===== src/rtl/seq_controller_if.sv =====
// Instruction/memory status and datapath strobe bundle for seq_controller.
// The master drives the opcode and memory status. The slave is the controller, which drives phase and strobes.
interface seq_controller_if;
    logic       zero;
    logic [2:0] opcode;
    logic       mem_ready;
    logic       resume;
    logic [2:0] phase;
    logic       sel;
    logic       rd;
    logic       ld_ir;
    logic       halt;
    logic       inc_pc;
    logic       ld_ac;
    logic       ld_pc;
    logic       wr;
    logic       data_e;
    logic       instr_done;
    logic       stalled;
    logic       timeout_err;

    modport master (
        output zero, opcode, mem_ready, resume,
        input  phase, sel, rd, ld_ir, halt, inc_pc, ld_ac, ld_pc, wr, data_e,
               instr_done, stalled, timeout_err
    );

    modport slave (
        input  zero, opcode, mem_ready, resume,
        output phase, sel, rd, ld_ir, halt, inc_pc, ld_ac, ld_pc, wr, data_e,
               instr_done, stalled, timeout_err
    );
endinterface


===== src/rtl/seq_controller.sv =====
// Eight-phase instruction sequencer with memory wait-state stalling, halt/resume
// and a sticky stall-timeout fault state.
module seq_controller #(
    parameter int STALL_EN  = 1,
    parameter int TIMEOUT_W = 4
) (
    input  logic clk,
    input  logic rst,
    seq_controller_if.slave bus
);
    localparam logic [1:0] ST_RUN    = 2'd0;
    localparam logic [1:0] ST_HALTED = 2'd1;
    localparam logic [1:0] ST_FAULT  = 2'd2;

    localparam logic [2:0] PH_INST_ADDR  = 3'b000;
    localparam logic [2:0] PH_INST_FETCH = 3'b001;
    localparam logic [2:0] PH_INST_LOAD  = 3'b010;
    localparam logic [2:0] PH_IDLE       = 3'b011;
    localparam logic [2:0] PH_OP_ADDR    = 3'b100;
    localparam logic [2:0] PH_OP_FETCH   = 3'b101;
    localparam logic [2:0] PH_ALU_OP     = 3'b110;
    localparam logic [2:0] PH_STORE      = 3'b111;

    localparam logic [2:0] OP_HLT = 3'b000;
    localparam logic [2:0] OP_SKZ = 3'b001;
    localparam logic [2:0] OP_ADD = 3'b010;
    localparam logic [2:0] OP_AND = 3'b011;
    localparam logic [2:0] OP_XOR = 3'b100;
    localparam logic [2:0] OP_LDA = 3'b101;
    localparam logic [2:0] OP_STO = 3'b110;
    localparam logic [2:0] OP_JMP = 3'b111;

    localparam logic [TIMEOUT_W-1:0] TMAX = '1;

    logic [1:0]           state_q, state_d;
    logic [2:0]           phase_q, phase_d;
    logic [TIMEOUT_W-1:0] stall_cnt_q, stall_cnt_d;

    logic dec_h, dec_a, dec_z, dec_j, dec_s;
    logic mem_phase, stall_wait;

    assign dec_h = (bus.opcode == OP_HLT);
    assign dec_a = (bus.opcode == OP_ADD) || (bus.opcode == OP_AND) ||
                   (bus.opcode == OP_XOR) || (bus.opcode == OP_LDA);
    assign dec_z = (bus.opcode == OP_SKZ) && bus.zero;
    assign dec_j = (bus.opcode == OP_JMP);
    assign dec_s = (bus.opcode == OP_STO);

    assign mem_phase = (phase_q == PH_INST_FETCH) ||
                       ((phase_q == PH_OP_FETCH) && dec_a) ||
                       ((phase_q == PH_STORE) && (dec_a || dec_s));

    assign stall_wait = (STALL_EN != 0) && (state_q == ST_RUN) &&
                        mem_phase && !bus.mem_ready;

    // Strobes stay decoded from phase during a stall because phase is simply held.
    always_comb begin
        bus.sel    = 1'b0;
        bus.rd     = 1'b0;
        bus.ld_ir  = 1'b0;
        bus.halt   = 1'b0;
        bus.inc_pc = 1'b0;
        bus.ld_ac  = 1'b0;
        bus.ld_pc  = 1'b0;
        bus.wr     = 1'b0;
        bus.data_e = 1'b0;
        case (state_q)
            ST_RUN: begin
                case (phase_q)
                    PH_INST_ADDR:  bus.sel = 1'b1;
                    PH_INST_FETCH: begin
                        bus.sel = 1'b1;
                        bus.rd  = 1'b1;
                    end
                    PH_INST_LOAD, PH_IDLE: begin
                        bus.sel   = 1'b1;
                        bus.rd    = 1'b1;
                        bus.ld_ir = 1'b1;
                    end
                    PH_OP_ADDR: begin
                        bus.halt   = dec_h;
                        bus.inc_pc = 1'b1;
                    end
                    PH_OP_FETCH: bus.rd = dec_a;
                    PH_ALU_OP: begin
                        bus.rd     = dec_a;
                        bus.inc_pc = dec_z;
                        bus.ld_pc  = dec_j;
                        bus.data_e = dec_s;
                    end
                    default: begin
                        bus.rd     = dec_a;
                        bus.ld_ac  = dec_a;
                        bus.ld_pc  = dec_j;
                        bus.wr     = dec_s;
                        bus.data_e = dec_s;
                    end
                endcase
            end
            ST_HALTED: bus.halt = 1'b1;
            default: ;
        endcase
    end

    assign bus.phase       = phase_q;
    assign bus.stalled     = stall_wait;
    assign bus.instr_done  = (state_q == ST_RUN) && (phase_q == PH_STORE) && !stall_wait;
    assign bus.timeout_err = (state_q == ST_FAULT);

    always_comb begin
        state_d     = state_q;
        phase_d     = phase_q;
        stall_cnt_d = stall_cnt_q;
        case (state_q)
            ST_RUN: begin
                if (stall_wait) begin
                    if (stall_cnt_q == TMAX) begin
                        state_d = ST_FAULT;
                    end else begin
                        stall_cnt_d = stall_cnt_q + TIMEOUT_W'(1);
                    end
                end else if ((phase_q == PH_OP_ADDR) && dec_h) begin
                    state_d     = ST_HALTED;
                    stall_cnt_d = '0;
                end else begin
                    phase_d     = phase_q + 3'd1;
                    stall_cnt_d = '0;
                end
            end
            ST_HALTED: begin
                if (bus.resume) begin
                    state_d = ST_RUN;
                    phase_d = PH_OP_FETCH;
                end
            end
            ST_FAULT: ;
            default: begin
                state_d     = ST_RUN;
                phase_d     = PH_INST_ADDR;
                stall_cnt_d = '0;
            end
        endcase
    end

    always_ff @(posedge clk) begin
        if (rst) begin
            state_q     <= ST_RUN;
            phase_q     <= PH_INST_ADDR;
            stall_cnt_q <= '0;
        end else begin
            state_q     <= state_d;
            phase_q     <= phase_d;
            stall_cnt_q <= stall_cnt_d;
        end
    end
endmodule

===== src/flat_wrapper.sv =====
// flat-port wrapper written by rule: the top's interface ports become plain ports
module seq_controller_flat 
#(
    parameter int STALL_EN  = 1,
    parameter int TIMEOUT_W = 4
)
  (clk, rst, bus_zero, bus_opcode, bus_mem_ready, bus_resume, bus_phase, bus_sel, bus_rd, bus_ld_ir, bus_halt, bus_inc_pc, bus_ld_ac, bus_ld_pc, bus_wr, bus_data_e, bus_instr_done, bus_stalled, bus_timeout_err);
  seq_controller_if bus_i ();
  input  logic clk;
  input  logic rst;
  input wire logic [$bits(bus_i.zero)-1:0] bus_zero;
  input wire logic [$bits(bus_i.opcode)-1:0] bus_opcode;
  input wire logic [$bits(bus_i.mem_ready)-1:0] bus_mem_ready;
  input wire logic [$bits(bus_i.resume)-1:0] bus_resume;
  output wire logic [$bits(bus_i.phase)-1:0] bus_phase;
  output wire logic [$bits(bus_i.sel)-1:0] bus_sel;
  output wire logic [$bits(bus_i.rd)-1:0] bus_rd;
  output wire logic [$bits(bus_i.ld_ir)-1:0] bus_ld_ir;
  output wire logic [$bits(bus_i.halt)-1:0] bus_halt;
  output wire logic [$bits(bus_i.inc_pc)-1:0] bus_inc_pc;
  output wire logic [$bits(bus_i.ld_ac)-1:0] bus_ld_ac;
  output wire logic [$bits(bus_i.ld_pc)-1:0] bus_ld_pc;
  output wire logic [$bits(bus_i.wr)-1:0] bus_wr;
  output wire logic [$bits(bus_i.data_e)-1:0] bus_data_e;
  output wire logic [$bits(bus_i.instr_done)-1:0] bus_instr_done;
  output wire logic [$bits(bus_i.stalled)-1:0] bus_stalled;
  output wire logic [$bits(bus_i.timeout_err)-1:0] bus_timeout_err;
  assign bus_i.zero = bus_zero;
  assign bus_i.opcode = bus_opcode;
  assign bus_i.mem_ready = bus_mem_ready;
  assign bus_i.resume = bus_resume;
  assign bus_phase = bus_i.phase;
  assign bus_sel = bus_i.sel;
  assign bus_rd = bus_i.rd;
  assign bus_ld_ir = bus_i.ld_ir;
  assign bus_halt = bus_i.halt;
  assign bus_inc_pc = bus_i.inc_pc;
  assign bus_ld_ac = bus_i.ld_ac;
  assign bus_ld_pc = bus_i.ld_pc;
  assign bus_wr = bus_i.wr;
  assign bus_data_e = bus_i.data_e;
  assign bus_instr_done = bus_i.instr_done;
  assign bus_stalled = bus_i.stalled;
  assign bus_timeout_err = bus_i.timeout_err;
  seq_controller #(.STALL_EN(STALL_EN), .TIMEOUT_W(TIMEOUT_W)) u_core (.clk(clk), .rst(rst), .bus(bus_i));
endmodule

===== config.mk =====
export PLATFORM = sky130hd
export DESIGN_NAME = seq_controller_flat
export DESIGN_NICKNAME = d
export VERILOG_FILES = /design/src/rtl/seq_controller_if.sv /design/src/rtl/seq_controller.sv /design/src/flat_wrapper.sv
export SDC_FILE = /design/constraint.sdc
export NUM_CORES = 1
export LEC_CHECK = 0
export ABC_AREA = 1
export CORE_MARGIN = 2
export CORE_UTILIZATION = 46
export DETAILED_ROUTE_END_ITERATION = 10
export PLACE_DENSITY = 0.83
export SYNTH_ARGS = -nofsm -noshare
export SYNTH_HDL_FRONTEND = slang
export SYNTH_SLANG_ARGS = --single-unit

===== constraint.sdc =====
create_clock -name clk -period 1.8 [get_ports clk]
set_clock_uncertainty 0.05 [all_clocks]
set_input_delay 0.36 -clock clk [delete_from_list [all_inputs] [get_ports clk]]
set_output_delay 0.36 -clock clk [all_outputs]
set_load 0.05 [all_outputs]

==> results of run 1 <==
==> cells in the mapped netlist, drive strengths merged <==
| cell | n |
|---|---|
| a21oi | 8 |
| nand3 | 10 |
| a31oi | 2 |
| nand2 | 23 |
| or2 | 1 |
| o21ai | 6 |
| xor2 | 1 |
| nand3b | 1 |
| inv | 18 |
| dfxtp | 9 |
| and3 | 1 |
| or4 | 1 |
| nor2 | 24 |
| ha | 11 |
| nand4 | 4 |
| nor3 | 2 |
==> per-stage QoR <==
stage	instance area, µm²	std cells	worst slack (ns)
detailed placement	1450	185	-0.358
floorplan	926	122	-0.387
global placement	1450	185	-0.293
==> logic make-up after synthesis <==
group,share of synthesized area [%]
DFF,22.4
and+or+nand+nor,40.7
buffers and inverters,8.41
xor gates and xnor gates,1.09
AOI/OAI and AO/OA,10.3
adders and majority gates,17.1
==> flow_summary.toml, run 1 <==
[clock_network]
clk_path_buf_depth = 2
clock-sinks = 9
htree_levels = 1
ctsHoldBuffers = 0
numCtsBuffers = 3
cts_setup_buffers = 9
cts_resized = 38
cts_root_buf = "clkbuf_4"

[floorplan]
die_y_um = 45.8
num_io_pins = 23
die_w_um = 45.8
rows = 15
initial_core_util_pct = 47.6

[synth]
yosysTopAreaCell = "dfxtp_1"
yosysWarnings = 0
synth_area_leaders = "dfxtp_1 22%, ha_1 17%, nor2_1 11%, nand2_1 8.9%, inv_1 6.5%"
avgSynthCellArea_um2 = 6.58
synth_area_um2 = 803
synth_top_area_share_pct = 22.4
yosysSeqAreaShare_pct = 22.4
synthCells = 122
synth_fp_nets = 141
ys_ff_latch = 9
synth.distinct_cells = 21

[placement]
hpwl_um = 2100
io_buffers = 22
routabilityCongestion = 0.810

[run_status]
outcome = "aborted with a tool error"
firstError = "[ERROR DPL-0033] detailed placement checks failed during check placement."
failed_stage = "4_1_cts"
==> run 2, diff against run 1 <==
Settings changed: CORE_AREA from default to 2 2 63 65, CORE_MARGIN 2 to default, CORE_UTILIZATION 46 to default, DIE_AREA from default to 0 0 65 67, PLACE_DENSITY 0.83 to default, PLACE_DENSITY_LB_ADDON from default to 0.15.
==> run 2 against run 1 <==
The flow now finishes, with violations (negative setup slack). Synthesized cell count is the same. Synthesized area is the same.
==> flow_summary.toml, run 2 <==
[floorplan]
core_um2 = 3610
num_io_pins = 23
die_y_um = 67
initial_core_util_pct = 22.3
die_w_um = 65
fp.dieArea_um2 = 4360
rows = 22

[power_and_ir_drop]
p_sw_share_pct = 48.9
p_per_area_nw_per_um2 = 1560
power.internal_mw = 1.32
pwr-share-clk_pct = 9.1
ir_worst_vdd_uv = 708
p_leak_nw = 0.743
p_comb_share_pct = 78.0
switchingPower_mw = 1.26
seqPwrFrac_pct = 12.9

[setup_path]
reg2reg_from = "u_core.bus.phase[0]"
timing.rr.end = "u_core.stall_cnt_q[2]"
worst-path-max-fanout = 5
path_depth = 5
rrSetupSlack_ns = 0
cp-endpoint = "bus_ld_ac"
crit_chain = "buf_6, ha_4, or4_4, nor3_4, buf_12"
crit_buf_inv = 2
slowest_stage = "or4_4"
cp-start-kind = "flip-flop"
worst_path_largest_cell_delay_ns = 0.57
cp-startpoint = "u_core.bus.phase[0]"
r2r.worst_path.cells = 14
required_ns = 1.39
critPathArrivalTime_ns = 1.76
cp-end-kind = "primary output"
path_class = "flip-flop to primary output"
critPathTopFamily = "simple AND/OR/NAND/NOR gates"

[synth]
ys.flop_type = "dfxtp_1"
synth.most_common_cell = "nor2_1"
synth_fp_nets = 141
synth.distinct_cells = 21
synth_area_um2 = 803
yosysWarnings = 0
ys_ff_latch = 9
async_reset_ff_share_pct = 0
synth_top_area_share_pct = 22.4
yosysSeqAreaShare_pct = 22.4
yosys-top-cells-count = "23 x nor2_1, 19 x nand2_1, 14 x inv_1"
synth_edf_count = 0
synthCells = 122
yosysTopAreaCell = "dfxtp_1"
synth_area_leaders = "dfxtp_1 22%, ha_1 17%, nor2_1 11%, nand2_1 8.9%, inv_1 6.5%"
avgSynthCellArea_um2 = 6.58

[run_status]
outcome = "finished, violations left"
violations = "negative setup slack"

[clock_network]
cts_tree = "done"
cts_root_buf = "clkbuf_8"
clk_latency_ns = 0.23
numCtsBuffers = 3
clk_path_buf_depth = 2
htree_levels = 1
clock-sinks = 9
clkTransAtPathRegs_ns = 0.04

[final_layout]
final_cells = 222
diodes = 0
largest_register = "u_core.stall_cnt_q"
drive_gt1_share_pct = 52.3
final_common_cell = "buf_4"
fillers = 365
largest_register_ffs = 4
final_cell_mix = "25 x buf_4, 17 x nor2_1, 15 x nand2_1"
syn2layout_area_growth_pct = 106
post-route-util_pct = 45.9
fin_nets = 194

[route]
drt-pass1-iter-count = 5
routed_wl_um = 2420
drc_errors = 0
vias_per_cell = 4.26
first_iter_violations = 22
ant_nets = 0
num_vias = 946
wl_per_cell_um = 10.9

[sta]
fin_ws_ns = -0.371
finalSetupViolations = 11
rsz0062_at_grt = "yes"
hold_viol = 0
hold_slack_ns = 0.433
slew_headroom_pct = 71.6
finalCritPeriodShare_pct = 121
finalCriticalPeriod_ns = 2.17
fmax_ghz = 0.461
tightest_slew_ns = 0.424
drv_slew = 0
fin_tns_setup_ns = -2.28

[placement]
dp_cells = 214
io_buffers = 22
hpwl_um = 1970
routabilityCongestion = 0.770

[job]
maxCapViolCount = 0

[global_route]
grt_max_degree = 8
grtUsageTotal_pct = 11.8
overflow = 0
grt_pass1_wl_um = 3970
grt_pass1_vias = 928
antenna_found_initial = 0

[hold_path]
min_path_type = "flip-flop to flip-flop"
run 2: cell counts after synthesis:
Identical to the previous run, type by type.
run 2: layout make-up:
class	count	area (µm²)	area share [%]
Tap cell	48	60.1	3.63
Clock buffer	4	45.0	2.72
Multi-Input combinational cell	95	754	45.6
Inverter	18	80.1	4.84
Timing Repair Buffer	48	523	31.6
Sequential cell	9	191	11.6
run 2: timing repair:
| item | CTS | global route |
|---|---|---|
| endpoints found under the setup margin | 11 | 19 |
| setup buffers | 4 | 1 |
| hold buffers | 0 | 0 |
| resized for setup | 23 | 12 |
| pin swaps | 9 | 9 |
| gates cloned | 0 | 0 |
run 2: cells by family after synthesis:
kind of cell	Yosys count	share of synthesized area, %
DFF	9	22.4
AOI/OAI and AO/OA	16	10.3
adders and majority gates	11	17.1
and+or+nand+nor	67	40.7
xor gates and xnor gates	1	1.09
buffers and inverters	18	8.41
run 2: metrics by stage:
step           power [mW]  worst slack (ns)  instance area, µm²
6_report             2.57            -0.371                1650
5_1_grt              2.74            -0.428                1650
4_1_cts              2.53            -0.382                1610
3_5_place_dp         2.13            -0.345                1460
3_3_place_gp         2.11            -0.300                1460
2_1_floorplan        1.39            -0.387                 926
run 2: worst reg2reg max path, delay by kind of cell, from the launching register on:
kind	cells	cell delay [ns]
buffers and inverters	6	0.70
and+or+nand+nor	7	0.42
adders and majority gates	1	0.15
DFF	1	0.36
run 2: power by group through the flow:
stage                     combinational, mW  clock (mW)  sequential, mW
after floorplan                       0.984           0           0.406
after global placement                 1.78           0           0.327
after detailed placement               1.80           0           0.329
after CTS                              1.96       0.243           0.329
after global routing                   2.14       0.263           0.338
final                                  2.01       0.235           0.331
run 2: how the worst min path moves through the flow:
stage                      startpoint                   to  slack [ns]  cells after the start
global route        u_core.state_q[1]    u_core.state_q[1]        0.47                      2
finish              u_core.state_q[1]    u_core.state_q[1]        0.43                      2
CTS                 u_core.state_q[1]    u_core.state_q[1]        0.44                      2
detailed placement  u_core.state_q[1]    u_core.state_q[1]        0.43                      2
floorplan                         rst  u_core.bus.phase[1]        0.37                      1
global placement    u_core.state_q[1]    u_core.state_q[1]        0.42                      2
run 2: layer usage:
metal  share of wire (%)  track usage (%)  vias to the layer above
li1                    -                -                      502
met1                  43             13.1                      422
met2                  53             22.3                       20
met3                 3.3             1.35                        2
met4                0.33             5.32                        0
met5                   0                0                        -
No activity file was read; power rests on OpenSTA's default activity.
